`src/rtl/lu_op_sequencer.sv`:
```
// Built-in self test sequencer for the 2-input AND/NAND/OR/NOR logic unit.
// Walks all 16 {sel_group, sel_op, a, b} vectors and checks y_in against the truth table.
module lu_op_sequencer #(
   parameter int SETTLE_CYCLES = 1
) (
   input  logic       clk,
   input  logic       reset,
   input  logic       start,
   input  logic       y_in,
   output logic       a_out,
   output logic       b_out,
   output logic       sel_group,
   output logic       sel_op,
   output logic       busy,
   output logic       done,
   output logic       pass,
   output logic [4:0] err_count,
   output logic [3:0] fail_index,
   output logic [3:0] vec_index
);

   localparam logic [2:0] S_IDLE   = 3'd0;
   localparam logic [2:0] S_DRIVE  = 3'd1;
   localparam logic [2:0] S_WAIT   = 3'd2;
   localparam logic [2:0] S_SAMPLE = 3'd3;
   localparam logic [2:0] S_DONE   = 3'd4;

   localparam logic [3:0] SETTLE_LOAD = 4'(SETTLE_CYCLES - 1);

   logic [2:0] state;
   logic [3:0] settle_cnt;
   logic [3:0] first_fail;
   logic       expected;
   logic       mismatch;

   // The driven vector is the index register itself, so it only moves on DRIVE entry.
   assign {sel_group, sel_op, a_out, b_out} = vec_index;

   always_comb begin
      expected = 1'b0;
      unique case ({sel_group, sel_op})
         2'b00: expected = ~(a_out & b_out);
         2'b01: expected = a_out & b_out;
         2'b10: expected = ~(a_out | b_out);
         2'b11: expected = a_out | b_out;
         default: expected = 1'b0;
      endcase
   end

   assign mismatch = (y_in != expected);

   always_ff @(posedge clk) begin
      if (reset) begin
         state      <= S_IDLE;
         settle_cnt <= 4'd0;
         first_fail <= 4'd0;
         vec_index  <= 4'd0;
         busy       <= 1'b0;
         done       <= 1'b0;
         pass       <= 1'b0;
         err_count  <= 5'd0;
         fail_index <= 4'd0;
      end else begin
         case (state)
            S_IDLE, S_DONE: begin
               if (start) begin
                  state      <= S_DRIVE;
                  vec_index  <= 4'd0;
                  first_fail <= 4'd0;
                  err_count  <= 5'd0;
                  fail_index <= 4'd0;
                  done       <= 1'b0;
                  pass       <= 1'b0;
                  busy       <= 1'b1;
               end
            end
            S_DRIVE: begin
               settle_cnt <= SETTLE_LOAD;
               state      <= S_WAIT;
            end
            S_WAIT: begin
               if (settle_cnt == 4'd0) begin
                  state <= S_SAMPLE;
               end else begin
                  settle_cnt <= settle_cnt - 4'd1;
               end
            end
            S_SAMPLE: begin
               if (mismatch) begin
                  err_count <= err_count + 5'd1;
               end
               if (mismatch && err_count == 5'd0) begin
                  first_fail <= vec_index;
               end
               if (vec_index == 4'd15) begin
                  state <= S_DONE;
                  busy  <= 1'b0;
                  done  <= 1'b1;
                  pass  <= (err_count == 5'd0) && !mismatch;
                  // first_fail is not yet updated if vector 15 is the first miss
                  if (err_count == 5'd0 && mismatch) begin
                     fail_index <= vec_index;
                  end else begin
                     fail_index <= first_fail;
                  end
               end else begin
                  vec_index <= vec_index + 4'd1;
                  state     <= S_DRIVE;
               end
            end
            default: state <= S_IDLE;
         endcase
      end
   end

endmodule

```
`config.mk`:
```
export PLATFORM = sky130hd
export DESIGN_NAME = lu_op_sequencer
export DESIGN_NICKNAME = d
export VERILOG_FILES = /design/src/rtl/lu_op_sequencer.sv
export SDC_FILE = /design/constraint.sdc
export NUM_CORES = 1
export LEC_CHECK = 0
export CAP_MARGIN = 5
export CORE_MARGIN = 8
export CORE_UTILIZATION = 46
export CTS_CLUSTER_SIZE = 16
export DETAILED_ROUTE_END_ITERATION = 8
export PLACE_DENSITY = 0.72
export SYNTH_ARGS = -nofsm -noshare
export SYNTH_HDL_FRONTEND = slang
export SYNTH_SLANG_ARGS = --single-unit
```
`constraint.sdc`:
```
create_clock -name clk -period 1.5 [get_ports clk]
set_clock_uncertainty 0.05 [all_clocks]
set_input_delay 0.3 -clock clk [delete_from_list [all_inputs] [get_ports clk]]
set_output_delay 0.3 -clock clk [all_outputs]
set_load 0.05 [all_outputs]
```
## Word level (Yosys, flattened, before mapping)

Index checks and enable logic that the tools add are counted.

- Register bits after elaboration: 27
- Latch bits: 0
- Memory bits (writable): 0
- ROM bits: 0
- Bits of input ports: 4
- Output and inout bits: 20
- Logic and storage cells: 72
- Memories kept: 0

- Add/subtract/negate cells: 3
- $mul: 0
- Divide/modulo/power cells: 0
- Order comparisons: 0
- Equality and inequality tests: 15
- Shift operators: 0
- Muxes and demuxes: 25
- Bitwise gates (word level): 4
- Reductions and logical operators: 16

Operators with widths:

| operator | number |
|---|---|
| $pmux W4 S2 | 4 |
| $mux W4 | 5 |
| $ne A2 B2 Y1 const B | 6 |
| $pmux W3 S4 | 1 |
| $mux W5 | 2 |
| $pmux W5 S2 | 1 |
| $mux W3 | 3 |
| $reduce_and A3 Y1 | 3 |
| $eq A3 B2 Y1 const B | 2 |
| $pmux W1 S2 | 3 |
| $reduce_and A2 Y1 | 3 |
| $add A5 B1 Y5 const B | 1 |
| $logic_not A5 Y1 | 1 |
| $mux W1 | 5 |
| $add A4 B1 Y4 const B | 1 |
| $eq A2 B2 Y1 const B | 2 |
| $eq A4 B4 Y1 const B | 1 |
| $logic_not A4 Y1 | 1 |
| $pmux W1 S4 | 1 |
| $reduce_bool A2 Y1 | 2 |
| $sub A4 B1 Y4 const B | 1 |
| $eq A3 B1 Y1 const B | 1 |
| $eq A3 B3 Y1 const B | 1 |
| $logic_not A3 Y1 | 1 |
| 9 further kinds | 11 |

## Longest topological paths before layout

Gate-level depths: netlist of run 1.

- Depth after elaboration: 8
- Mapped depth: 7
- Depth with buffers taken out: 7

## Worst setup path after synthesis of run 1

Ideal clock, no wire load.

- Path type: register -> register
- From: register vec_index[0]
- To: register first_fail[3]
- Setup time: 0.128 ns
- Arrival time: 1.766 ns
- Data required time: 1.322 ns
- Path slack: -0.444 ns
- Cell stages (with the launch flop): 7
- Buffers on the path: 0
- Period minus slack after synthesis: 1.944 ns
- Cells stage by stage: dfxtp_1 ha_1 or2_1 a21o_2 nand4_1 mux2i_1 nor2_1

- Cells in the longest elaborated chain, start to end: 7
- Elaborated cells on any way between the ends: 9
- Those cells by class: eq/ne: 1; mux: 3; bitwise: 4; reduce/logical: 1

Ends and longest elaborated chain:

| item | RTL line | RTL |
|---|---|---|
| from (decl) | 19 | `output logic [3:0] vec_index` |
| from (signal assigned) | 107 | `vec_index <= vec_index + 4'd1;` |
| $or A1 B1 Y1 or $and A1 B1 Y1 (tied branches) | -- |  |
| $not A1 Y1 (on tied branches) | 44, 42 |  |
| $pmux W1 S4 (*) | 41 | `unique case ({sel_group, sel_op})` |
| $ne A1 B1 Y1 (*) | 50 | `assign mismatch = (y_in != expected);` |
| $logic_and A1 B1 Y1 (*) | 92 | `if (mismatch && err_count == 5'd0) begin` |
| $mux W4 (*) | -- |  |
| $pmux W4 S2 (*) | -- |  |
| to (signal assigned) | 93 | `first_fail <= vec_index;` |
| to (decl) | 32 | `logic [3:0] first_fail;` |

Mark *: on every way between the ends. The rest lies on a longest branch, timed or not.
A chain may end at the register's enable or synchronous reset.

## Final worst setup path of run 1

- From: register vec_index[1]
- To: register first_fail[2]

The elaborated chain is that of the path after synthesis.

==> results.yml, run 1 <==
global_route:
  grt_pass1_wl_um: 6555
  first_global_vias: 1374
  track_usage_pct: 15.91
  grt_max_degree: 16
  grt_overflow_total: 0
  antenna_found_initial: 0
critical_path:
  crit_path_end_kind: "flip-flop"
  path_buf_inv: 1
  crit_chain: "ha_4, or2_4, a21o_4, nand4_1, buf_6, mux2i_1, nor2_1"
  arrival_ps: 1880
  cp_top_family: "flip-flops"
  cpPeakStageDelay_ps: 400
  cp_slowest_cell: "dfxtp_4"
  crit_type: "reg -> reg"
  startpoint_type: "flip-flop"
  cp_max_fo: 6
  cp.required_ps: 1700
final_layout:
  antenna_cells_inserted: 0
  nets: 214
  drive_gt1_share_pct: 45.10
  fillCellCount: 172
  area_delta_synth_final_pct: 60.88
synth:
  syn_nets: 162
  synth-edff-count: 0
  syn_area_um2: 1369
  synth_commonest_cells: "dfxtp_1 (27), nor2_1 (19), mux2i_1 (8), nand2_1 (8)"
  async_flop_share_pct: 0
  yosys_register_bits: 27
  synth_top_area_share_pct: 39.49
  ys_warn_count: 0
  yosys.cell_types.count: 42
  yosysSeqAreaShare_pct: 39.49
  ys.flop_type: "dfxtp_1"
  synthTopCellsByArea: "dfxtp_1 (39%), mux2i_1 (5.9%), nor2_1 (5.2%)"
  synth_top_cell_by_area: "dfxtp_1"
  syn_inst: 153
  yosysMostFrequentCell: "dfxtp_1"
  syn_area_per_cell_um2: 8.946
clock_tree:
  cts_num_sinks: 27
  cts_tree: "done"
  insertion_delay_ps: 340
  htree_levels: 1
  clock-root-buffer: "clkbuf_4"
  clockBufferDepth: 2
  holdBufCountCts: 0
  clkTransAtPathRegs_ps: 150
  cts_buffers: 3
sta:
  fmax_ghz: 0.5956
  hold_slack_ps: 469.3
  fin_ws_ps: -179.0
  hold_violations: 0
  slew_headroom_pct: 78.41
  fin_crit_ps: 1679
  period_share_pct: 111.9
  tightestPinTransition_ps: 322.6
  slew_violations: 0
  rsz0062_at_grt: "true"
  setup_viol: 19
detailed_routing:
  first_pass_iters: 4
  wl_um: 4147
  via_per_inst: 5.689
  num_vias: 1337
  drt-initial-drc-count: 75
  ant_nets: 0
  wl_per_cell_um: 17.65
  drc: 0
place:
  numPortBuffers: 23
  hpwl_um: 2696
  gp_congestion: 0.8707
power_and_ir_drop:
  ir_drop_v: 0.0006598
  power.density_nw_per_um2: 665.5
  power_mw: 1.466
  p_leak_nw: 0.8867
floorplan:
  die_w_um: 70.55
  ios: 24
  start_util_pct: 49.21
  dieHeight_um: 70.55
  fp.coreArea_um2: 2781
  dieArea_um2: 4977
  std_cell_rows: 19
job:
  cap_violations: 0
outcome:
  violations: "negative setup slack"
  status: "complete, but fails checks"
min_path:
  hold_class: "reg -> reg"
-- sequential cells by signal, summed over array words and instances (netlist names) --
signal,cells
first_fail,4
state,3
done,1
busy,1
fail_index,4
vec_index,4
settle_cnt,4
err_count,5
pass,1
-- metal layers --
| metal | global-route usage [%] | vias to the layer above | wire (um) |
|---|---|---|---|
| met5 | 0 | - | 0 |
| met4 | 5.470 | 0 | 117 |
| met3 | 4.324 | 12 | 199 |
| met2 | 28.57 | 44 | 2062 |
| met1 | 17.60 | 649 | 1767 |
| li1 | - | 632 | - |
-- through the flow --
step / utilization (%) / setup WS, ps / std cells / setup TNS [ps] / cell area [um^2]
after CTS: 76.20 / -112.6 / 232 / -812.6 / 2120
after global routing: 79.17 / -214.4 / 235 / -2670 / 2202
after floorplan: - / -171.4 / 153 / -1303 / 1413
after detailed placement: 72.74 / -341.7 / 224 / -4102 / 2023
after global placement: 72.74 / -286.4 / 224 / -3335 / 2023
final: 79.17 / -179.0 / 235 / -1631 / 2202
-- cells in the final DEF, fill, tap and decap left out, types with 4 or more instances in the layout --
cell / n
xor2_1: 4
o2bb2ai_1: 4
mux2i_1: 8
o31ai_1: 4
inv_2: 4
buf_4: 29
buf_6: 4
dfxtp_1: 18
nand2_1: 7
nor2_1: 17
dfxtp_2: 6
a21oi_1: 6
buf_12: 20
nand2b_1: 4
nand3_1: 4
nand4_1: 5
-- worst register-to-register path: stages, from the launching register on --
cell and delay [ps]:
dfxtp_4 400, ha_4 160, or2_4 240, a21o_4 230, nand4_1 110, buf_6 140, mux2i_1 220, nor2_1 50
-- power breakdown --
part | internal, mW | switching [mW]
Clock | 0.101 | 0.232
Sequential | 0.742 | 0.0359
Combinational | 0.168 | 0.188
Total | 1.01 | 0.456
-- what timing repair did --
item                       CTS  global route
buffers inserted             4             3
resized for setup            9            16
setup endpoints to repair   21            26
pin swaps                    7             8
-- final cells by class --
cell class	instances	area [um^2]	area share (%)
Clock buffer	3	22.52	1.023
Multi-Input combinational cell	110	857.1	38.92
Clock inverter	1	5.005	0.2273
Inverter	7	26.28	1.193
Sequential cell	27	559.3	25.40
Tap cell	31	38.79	1.761
Timing Repair Buffer	56	693.2	31.48
-- worst paths after layout --
path | cells after the start | startpoint | endpoint | slack, ps
setup / recovery | 7 | vec_index[1] | first_fail[2] | -180
hold / removal | 1 | fail_index[0] | fail_index[0] | 470
setup reg to reg | 7 | vec_index[1] | first_fail[2] | -180
hold reg to reg | 1 | fail_index[0] | fail_index[0] | 470
-- cell families after synthesis --
group | count (synthesis) | share of synthesized area, %
and+or+nand+nor | 65 | 26.87
DFF | 27 | 39.49
AOI/OAI and AO/OA | 25 | 12.34
buffers and inverters | 16 | 5.850
muxes | 8 | 5.850
xor gates and xnor gates | 7 | 5.028
adders and majority gates | 5 | 4.570
Note: power is estimated with default switching activity, not from simulation.
==> run 2: changes to the inputs <==
--- a/config.mk
+++ b/config.mk
@@ -6,11 +6,13 @@
 export NUM_CORES = 1
 export LEC_CHECK = 0
 export CAP_MARGIN = 5
+export CORE_ASPECT_RATIO = 0.9
 export CORE_MARGIN = 8
-export CORE_UTILIZATION = 46
+export CORE_UTILIZATION = 50
 export CTS_CLUSTER_SIZE = 16
 export DETAILED_ROUTE_END_ITERATION = 8
-export PLACE_DENSITY = 0.72
+export DONT_BUFFER_PORTS = 1
+export PLACE_DENSITY = 0.66
 export SYNTH_ARGS = -nofsm -noshare
 export SYNTH_HDL_FRONTEND = slang
 export SYNTH_SLANG_ARGS = --single-unit
==> results.yml, run 2 (synthesis gave the netlist of run 1 again) <==
outcome:
  status: "complete, but fails checks"
  violations: "negative hold slack, negative setup slack"
global_route:
  met2_usage_pct: 26.58
  grt_max_degree: 22
  grt_pass1_wl_um: 5402
  grt_use_met1_pct: 15.53
  first_global_vias: 1207
  track_usage_pct: 14.20
  grt-busiest-layer: "met2"
  use_met3_pct: 3.799
  antenna_found_initial: 0
  grt_overflow_total: 0
power_and_ir_drop:
  switching_share_pct: 29.76
  combPwrFrac_pct: 19.2
  ir_drop_v: 0.0005746
  p_sw_uw: 406.6
  p_int_uw: 959.5
  seq_power_share_pct: 57.4
  power_mw: 1.366
  p_leak_nw: 0.7253
  power_frac_clock_pct: 23.3
  power.density_nw_per_um2: 770.5
detailed_routing:
  wl_per_cell_um: 15.88
  num_vias: 1202
  drc: 0
  ant_nets: 0
  first_pass_iters: 4
  drt-initial-drc-count: 33
  wl_um: 3398
  via_per_inst: 5.617
critical_path:
  crit_type: "reg -> reg"
  cp_max_fo: 6
  startpoint_type: "flip-flop"
  rrSetupSlack_ps: -150
  crit_path_end_kind: "flip-flop"
  reg2reg_depth: 7
  r2r_start: "vec_index[0]"
  arrival_ps: 1820
  cp.required_ps: 1680
  rr_endpoint: "first_fail[3]"
final_layout:
  max_flop_register: "err_count"
  stdcell_area_um2: 1773
  layout_common_cells: "buf_4 (31), dfxtp_1 (19), nor2_1 (18)"
  fillCellCount: 224
  final_common_cell: "buf_4"
  antenna_cells_inserted: 0
  area_delta_synth_final_pct: 29.52
  largest_register_ffs: 5
  nets: 194
  drive_gt1_share_pct: 37.50
  finalNonFillerCells: 214
sta:
  fmax_ghz: 0.6074
  fin_tns_setup_ps: -1166
  hold_violations: 10
  period_share_pct: 109.8
  slew_violations: 0
  slew_headroom_pct: 65.18
  rsz0062_at_grt: "true"
  setup_viol: 16
  tightestPinTransition_ps: 521.6
  fin_ws_ps: -146.3
  fin_crit_ps: 1646
  hold_slack_ps: -34.45
clock_tree:
  htree_levels: 1
  cts_buffers: 3
  cts_tree: "done"
  cts_num_sinks: 27
  clock-root-buffer: "clkbuf_4"
  clockBufferDepth: 2
  insertion_delay_ps: 330
  clkTransAtPathRegs_ps: 150
floorplan:
  fp.coreArea_um2: 2680
  dieArea_um2: 4670
  dieHeight_um: 65.64
  die_w_um: 71.15
  ios: 24
  std_cell_rows: 18
  start_util_pct: 51.07
place:
  numPortBuffers: 0
  gp_congestion: 0.7964
  place_area_um2: 1622
  place_inst: 204
  hpwl_um: 2488
job:
  cap_violations: 0
min_path:
  hold_path_depth: 1
  holdPathEnd: "vec_index[1]"
  hold_class: "in -> reg"
  hold_start: "reset"
## run 2: critical path, cell delays in order (launching register included)
cell     delay, ps
dfxtp_4        390
ha_4           150
or2_4          230
a21o_4         220
nand4_1        110
buf_6          130
mux2i_1        200
nor2_1          50
## run 2: worst max-delay path by stage
stage | start | endpoint | cells after the start | slack [ps]
2_1_floorplan | vec_index[1] | first_fail[2] | 6 | -170
3_3_place_gp | vec_index[1] | fail_index[3] | 6 | -110
3_5_place_dp | vec_index[0] | vec_index[3] | 7 | -160
4_1_cts | vec_index[0] | first_fail[3] | 7 | -150
5_1_grt | vec_index[0] | first_fail[3] | 7 | -230
6_report | vec_index[0] | first_fail[3] | 7 | -150
## run 2: what timing repair did
item | CTS | global route
gates resized for setup | 12 | 8
gates cloned | 0 | 0
buffers inserted | 2 | 5
pin swaps | 10 | 5
endpoints found under the hold margin | 11 | 14
setup endpoints to repair | 20 | 24
## run 2: area by class of cell
type / instances / area (um^2) / area share (%)
tap: 30 / 37.54 / 2.117
clock buffer: 4 / 26.28 / 1.482
timing repair buffer: 36 / 297.8 / 16.80
sequential: 27 / 558.0 / 31.47
multi-input combinational: 110 / 827.0 / 46.65
inverter: 7 / 26.28 / 1.482
## run 2: per-stage QoR
step                setup slack, ps  utilization, %
finish                       -146.3           66.15
global route                 -227.4           66.15
CTS                          -152.6           64.10
detailed placement           -155.8           60.50
global placement             -114.9           60.50
floorplan                    -171.4               -
## run 2: metal layers
layer	share of wire [%]	wire length (um)	vias to the layer above
li1	-	-	593
met1	43	1475	595
met2	53	1789	12
met3	3.4	116	2
met4	0.44	15	0
met5	0	0	-
## run 2: power groups by stage
stage | registers, mW | clock network, mW | logic, mW
after CTS | 0.784 | 0.332 | 0.243
after global placement | 0.795 | 0 | 0.217
after floorplan | 0.798 | 0 | 0.168
final | 0.784 | 0.319 | 0.263
after global routing | 0.788 | 0.365 | 0.283
after detailed placement | 0.798 | 0 | 0.223
